File: src/rtl/nkb_counter_4b.sv
// 4-bit natural-binary up/down counter with clock-enable prescaler,
// synchronous load and registered step / terminal-count pulses.
module nkb_counter_4b #(
   parameter int unsigned PRESCALE = 1,
   parameter int unsigned PW       = 16
) (
   input  logic       clk,
   input  logic       rst_n,
   input  logic       en,
   input  logic       up,
   input  logic       load,
   input  logic [3:0] load_val,
   output logic [3:0] q,
   output logic       step,
   output logic       tc
);

   localparam int unsigned QW = 4;
   localparam logic [PW-1:0] PRE_LAST = PW'(PRESCALE - 1);

   logic [PW-1:0] pre_cnt;
   logic          pre_done;
   logic          wrap;

   assign pre_done = (pre_cnt == PRE_LAST);
   assign wrap     = up ? (q == {QW{1'b1}}) : (q == {QW{1'b0}});

   // Priority: reset, load, enabled count, hold
   always_ff @(posedge clk) begin
      if (!rst_n) begin
         q       <= '0;
         pre_cnt <= '0;
         step    <= 1'b0;
         tc      <= 1'b0;
      end else if (load) begin
         q       <= load_val;
         pre_cnt <= '0;
         step    <= 1'b0;
         tc      <= 1'b0;
      end else if (en) begin
         if (pre_done) begin
            pre_cnt <= '0;
            step    <= 1'b1;
            tc      <= wrap;
            q       <= up ? q + QW'(1) : q - QW'(1);
         end else begin
            pre_cnt <= pre_cnt + PW'(1);
            step    <= 1'b0;
            tc      <= 1'b0;
         end
      end else begin
         step <= 1'b0;
         tc   <= 1'b0;
      end
   end

endmodule

File: config.mk
export PLATFORM = sky130hd
export DESIGN_NAME = nkb_counter_4b
export DESIGN_NICKNAME = d
export VERILOG_FILES = /design/src/rtl/nkb_counter_4b.sv
export SDC_FILE = /design/constraint.sdc
export NUM_CORES = 1
export LEC_CHECK = 0
export CAP_MARGIN = 20
export CORE_UTILIZATION = 27
export DETAILED_ROUTE_END_ITERATION = 7
export PLACE_DENSITY = 0.53
export SYNTH_ARGS = -nofsm -noshare
export SYNTH_HDL_FRONTEND = slang
export SYNTH_SLANG_ARGS = --single-unit
File: constraint.sdc
create_clock -name clk -period 2.1 [get_ports clk]
set_input_delay 0.525 -clock clk [delete_from_list [all_inputs] [get_ports clk]]
set_output_delay 0.525 -clock clk [all_outputs]
set_load 0.01 [all_outputs]
== After elaboration in Yosys (flattened, before gate mapping) ==
Cells that the tools add are included.
Word-level totals
  register bits after elaboration: 22
  input port bits: 9
  output and inout port bits: 6
  logic and storage cells: 26
Cells by class
  add/sub/neg operators: 3
  equality and inequality tests: 1
  multiplexer cells: 7
  bitwise gates (word level): 3
  reductions and logical operators: 8
Operator list (count)
  adder 16 x 1 -> 16 bit, second input constant: 1
  logical NOT 16 bit: 1
  two-way mux 16 bit: 1
  two-way mux 4 bit: 4
  adder 4 x 1 -> 4 bit, second input constant: 1
  equality test 4 bit, second input constant: 1
  logical NOT 4 bit: 1
  nonzero test 2 bit: 2
  OR reduction 4 bit: 1
  subtractor 4 x 1 -> 4 bit, second input constant: 1
  NOT 1 bit: 3
  OR reduction 3 bit: 1
  two-way mux 1 bit: 2
  AND reduction 2 bit: 1
  OR reduction 2 bit: 1

== Logic depth before layout (Yosys ltp) ==
  depth after elaboration: 5
  depth in mapped cells: 7
  mapped depth without buffers: 6

== Worst setup path after synthesis ==
No wires, ideal clock.
  path kind: input to register
  start point: input port up
  end point: register q[3]
  setup time: 127 ps
  arrival: 1708 ps
  required time: 1973 ps
  path slack: 265 ps
  cell stages on the path: 6
  buffers on the path: 0
  cells stage by stage: inv_1 > ha_1 > a21oi_1 > a21oi_1 > o2111ai_1 > or3b_1
On the way
  cells in the longest elaborated chain, start to end: 4
Ends and longest elaborated chain
  from (decl): line 10  | input logic up,
  two-way mux 4 bit: line 45  | q <= up ? q + QW'(1) : q - QW'(1);
  two-way mux 4 bit: line 41  | if (pre_done) begin
  two-way mux 4 bit: line 40  | end else if (en) begin
  two-way mux 4 bit: line 35  | end else if (load) begin
  to (signal assigned): line 36  | q <= load_val;
  to (signal assigned): line 45
  to (decl): line 13  | output logic [3:0] q,
No other way between the ends. The select of a mux whose other input is x is not followed.
A chain may end at the register's enable or synchronous reset.

== Worst setup path in the final report ==
Same ends and word-level chain as after synthesis.

==> results.md <==
* Result of the run: finished, final reports clean
* Clock tree from TritonCTS: yes
* Filler Cell Count at 424
* Netlist cell types at 34
* Count of antenna diodes in the layout at 0
* Hold worst-path end: pre_cnt[14]
* Starting DRC count in detailed routing at 64
* Setup repair after global routing missed its margin: no
* Estimated wirelength of the detail-placed design at 1920 um
* Final setup skew at 7.79 ps
* Number of synthesized flops with an enable pin at 0
* Number of setup violations in the final report at 0
* Sum of buffers and inverters on the critical path at 2
* Synthesized flop and latch total at 22
* Number of cell instances on the worst register-to-register path at 6
* Worst hold margin at 503 ps
* Area occupied by multi-input gates at 672 sq um
* Worst-skew pair later-pin latency at 260 ps
* Area of the mapped netlist at 1140 sq um
* Sequential fraction of the synthesis area at 38.5%
* Reg2Reg Capture Point: q[3]
* Via count of the first global-routing pass at 1,030
* Commonest non-fill, non-tap cells in the layout: sky130_fd_sc_hd__dfxtp_1 (22), sky130_fd_sc_hd__clkdlybuf4s50_1 (14), sky130_fd_sc_hd__nor2_1 (13)
* Initial antenna violation count at 0
* Series of cell instances along the critical path: clkdlybuf4s50_1 -> inv_2 -> ha_1 -> nand3_1 -> and3_4 -> o2111ai_1 -> or3b_1
* Worst Path Arrival at 2170 ps
* Total Routed Length at 2620 um
* Total routing resource utilization after global routing at 12.9%
* Remaining max-slew budget at the tightest pin at 71.6%
* Simple-gate portion of the synthesized area at 28.9%
* Fraction of final layout cells sized beyond drive strength 1 at 14.6%
* Full die area at 4500 sq um
* Bufs on Longest Clock Path at 2
* Kind of cell adding the most delay to the critical path: simple AND/OR/NAND/NOR gates
* Top-area cell type share of the netlist area at 38.5%
* Achievable Freq at 495 MHz
* Post-route DRC at 0
* Pin count of the biggest net entering global routing at 17
* XOR/XNOR Fraction of Synth Area at 8.42%
* Core Region at 4030 sq um
* Final core utilization at 36.5%
* Number of hold buffers added after cts at 0
* Maximum ir drop on the vdd rail at 0.383 mV
* Warning count from the yosys run at 0
* Effective utilization at floorplan at 28.4%
* Clock slew at the register clock pins of the worst setup and hold paths at 80 ps
* Worst setup path category: in -> reg
* Deepest level of the CTS H-tree at 1
* Number of buffers added by the clock tree synthesis step at 3
* Element type at the critical path start: primary input
* Overall via count from detail_route at 1,023
* Top flip-flop cell by instance count after synthesis: sky130_fd_sc_hd__dfxtp_1
* Worst endpoint required time at 2250 ps
* Commonest non-fill, non-tap cell in the layout: sky130_fd_sc_hd__dfxtp_1
* Synthesized netlist net count at 143
* DRT antenna net count at 0
* Via density at 5.09
* Die H at 67.1 um
* DR WL/cell at 13.0 um
* Start point of the worst hold path: pre_cnt[14]
* Leakage power of the design at 0.523 nW
* Max-capacitance violation count at 0
* Rows at 23
* Reg-to-reg critical path startpoint: pre_cnt[0]
* Cell count of the worst hold path at 2
* DP Area at 1390 sq um
* Summed area of non-filler cells in the final layout at 1470 sq um
* Compound-gate portion of the synthesized area at 10.8%
* Post-layout minimum cycle time at 2020 ps
* Combinational family with the most area after synthesis: simple AND/OR/NAND/NOR gates
* Setup slack of the critical path after layout at 81.4 ps
* Cell taking the most area after synthesis: sky130_fd_sc_hd__dfxtp_1
* Multiplexer fraction of the synthesized cell area at 2.63%
* Most area-consuming cells after synthesis: sky130_fd_sc_hd__dfxtp_1 (39%), sky130_fd_sc_hd__xor2_1 (6.9%), sky130_fd_sc_hd__a21oi_1 (4.8%)
* Sequential Area at 440 sq um
* GR Overflow Total at 0
* Adder and majority cell fraction of the synthesized area at 6.13%
* Nets at 166
* Die W at 67.1 um
* Final worst path period share at 96.1%
* Highest cell delay on the worst timing path at 470 ps
* Hold Vio Cnt, Final at 0
* Share of flip-flops with an asynchronous set or reset at 0%
* Clock Tree Root: sky130_fd_sc_hd__clkbuf_8
* Mean area per synthesized cell at 8.87 sq um
* Highest fanout seen on the critical path at 3
* P&R area growth vs syn at 28.4%
* Path class of the lowest-slack min-delay path: reg -> reg
* Final Wtd Congestion at 0.753
* Post-Syn Instances at 129
* Type of destination of the critical path: register
* Power density of the placed cells at 592 nW/um^2
* Number of sinks handled by clock tree synthesis at 22
* Worst Tran Pin Value at 420 ps
* Number of iterations in the first detailed-routing pass at 4
* Number of logic stages on the critical path including buffering at 7
* Reg2Reg Setup Slack at 310 ps
* First-pass GRT wire length at 4440 um
* Critical Path Start: up
* Buffers on Ports at 14
* Final slew viol count at 0
* Critical-path cell with the highest stage delay: sky130_fd_sc_hd__clkdlybuf4s50_1
* Ports placed on the boundary at 15
* DP Worst Slack at -231 ps
-- cell usage after synthesis (2+ instances only) --
cell	number
sky130_fd_sc_hd__dfxtp_1	22
sky130_fd_sc_hd__nor2_1	13
sky130_fd_sc_hd__a21oi_1	11
sky130_fd_sc_hd__nand3_1	10
sky130_fd_sc_hd__xor2_1	9
sky130_fd_sc_hd__nand4_1	6
sky130_fd_sc_hd__inv_1	5
sky130_fd_sc_hd__ha_1	4
sky130_fd_sc_hd__o21ai_0	4
sky130_fd_sc_hd__o31ai_1	4
sky130_fd_sc_hd__or4_1	4
sky130_fd_sc_hd__buf_2	3
sky130_fd_sc_hd__mux2i_1	3
sky130_fd_sc_hd__nand2_1	3
sky130_fd_sc_hd__nor4_1	3
sky130_fd_sc_hd__and2_1	2
sky130_fd_sc_hd__and3_1	2
sky130_fd_sc_hd__nor3_1	2
sky130_fd_sc_hd__o21ai_1	2
sky130_fd_sc_hd__or3_1	2
sky130_fd_sc_hd__xnor2_1	2
-- sequential cells by signal, indices dropped and copies added, names as in the netlist --
register / cells
tc: 1
q: 4
step: 1
pre_cnt: 16
-- stage by stage --
stage,instances,TNS (ps),total power (W)
after global placement,197,-195,0.000564
after detailed placement,197,-434,0.000567
final,201,0,0.000869
after global routing,201,0,0.000911
after CTS,201,0,0.000875
after floorplan,129,0,0.000504
-- worst max path at each step --
stage	to	slack (ps)
6_report	q[3]	80
5_1_grt	q[3]	10
4_1_cts	q[3]	50
3_5_place_dp	q[3]	-230
3_3_place_gp	q[3]	-150
2_1_floorplan	q[3]	270
-- kinds of logic (layout without fill, tap and decap cells) --
family | Yosys count | in the layout
compound gates | 22 | 22
simple gates | 56 | 56
mux | 3 | 3
xor+xnor | 11 | 11
flops | 22 | 22
fa+ha+maj | 5 | 5
buf+inv | 10 | 32
-- layout make-up --
cell class / instances / share of cell area [%]
Clock buffer: 4 / 3.75
Timing Repair Buffer: 23 / 15.0
Multi-Input combinational cell: 97 / 45.7
Tap cell: 50 / 4.26
Inverter: 5 / 1.28
Sequential cell: 22 / 30.0
-- power by group --
group          leakage, nW  internal [W]  total (W)  switching, W
Clock               0.0288      0.000167   0.000301      0.000134
Sequential           0.178      0.000426   0.000441     0.0000144
Combinational        0.316     0.0000728   0.000127     0.0000546
Total                0.523      0.000666   0.000869      0.000203
-- per-layer routing --
metal	track usage, %	vias up	share of wire, %
li1	-	512	-
met1	15.2	492	45
met2	23.6	19	52
met3	3.60	0	3.8
met4	0.798	0	0
met5	0	-	0
-- worst min-delay path, cell delays in order (launching register included) --
cell	delay [ps]
sky130_fd_sc_hd__dfxtp_1	330
sky130_fd_sc_hd__o31ai_1	70
sky130_fd_sc_hd__a21oi_1	60
-- repair_timing --
item | CTS | global route
endpoints found under the hold margin | 0 | 0
resized for setup | 0 | 4
endpoints found under the setup margin | 0 | 1
buffers inserted | 0 | 0
No activity file was read; power rests on OpenSTA's default activity.
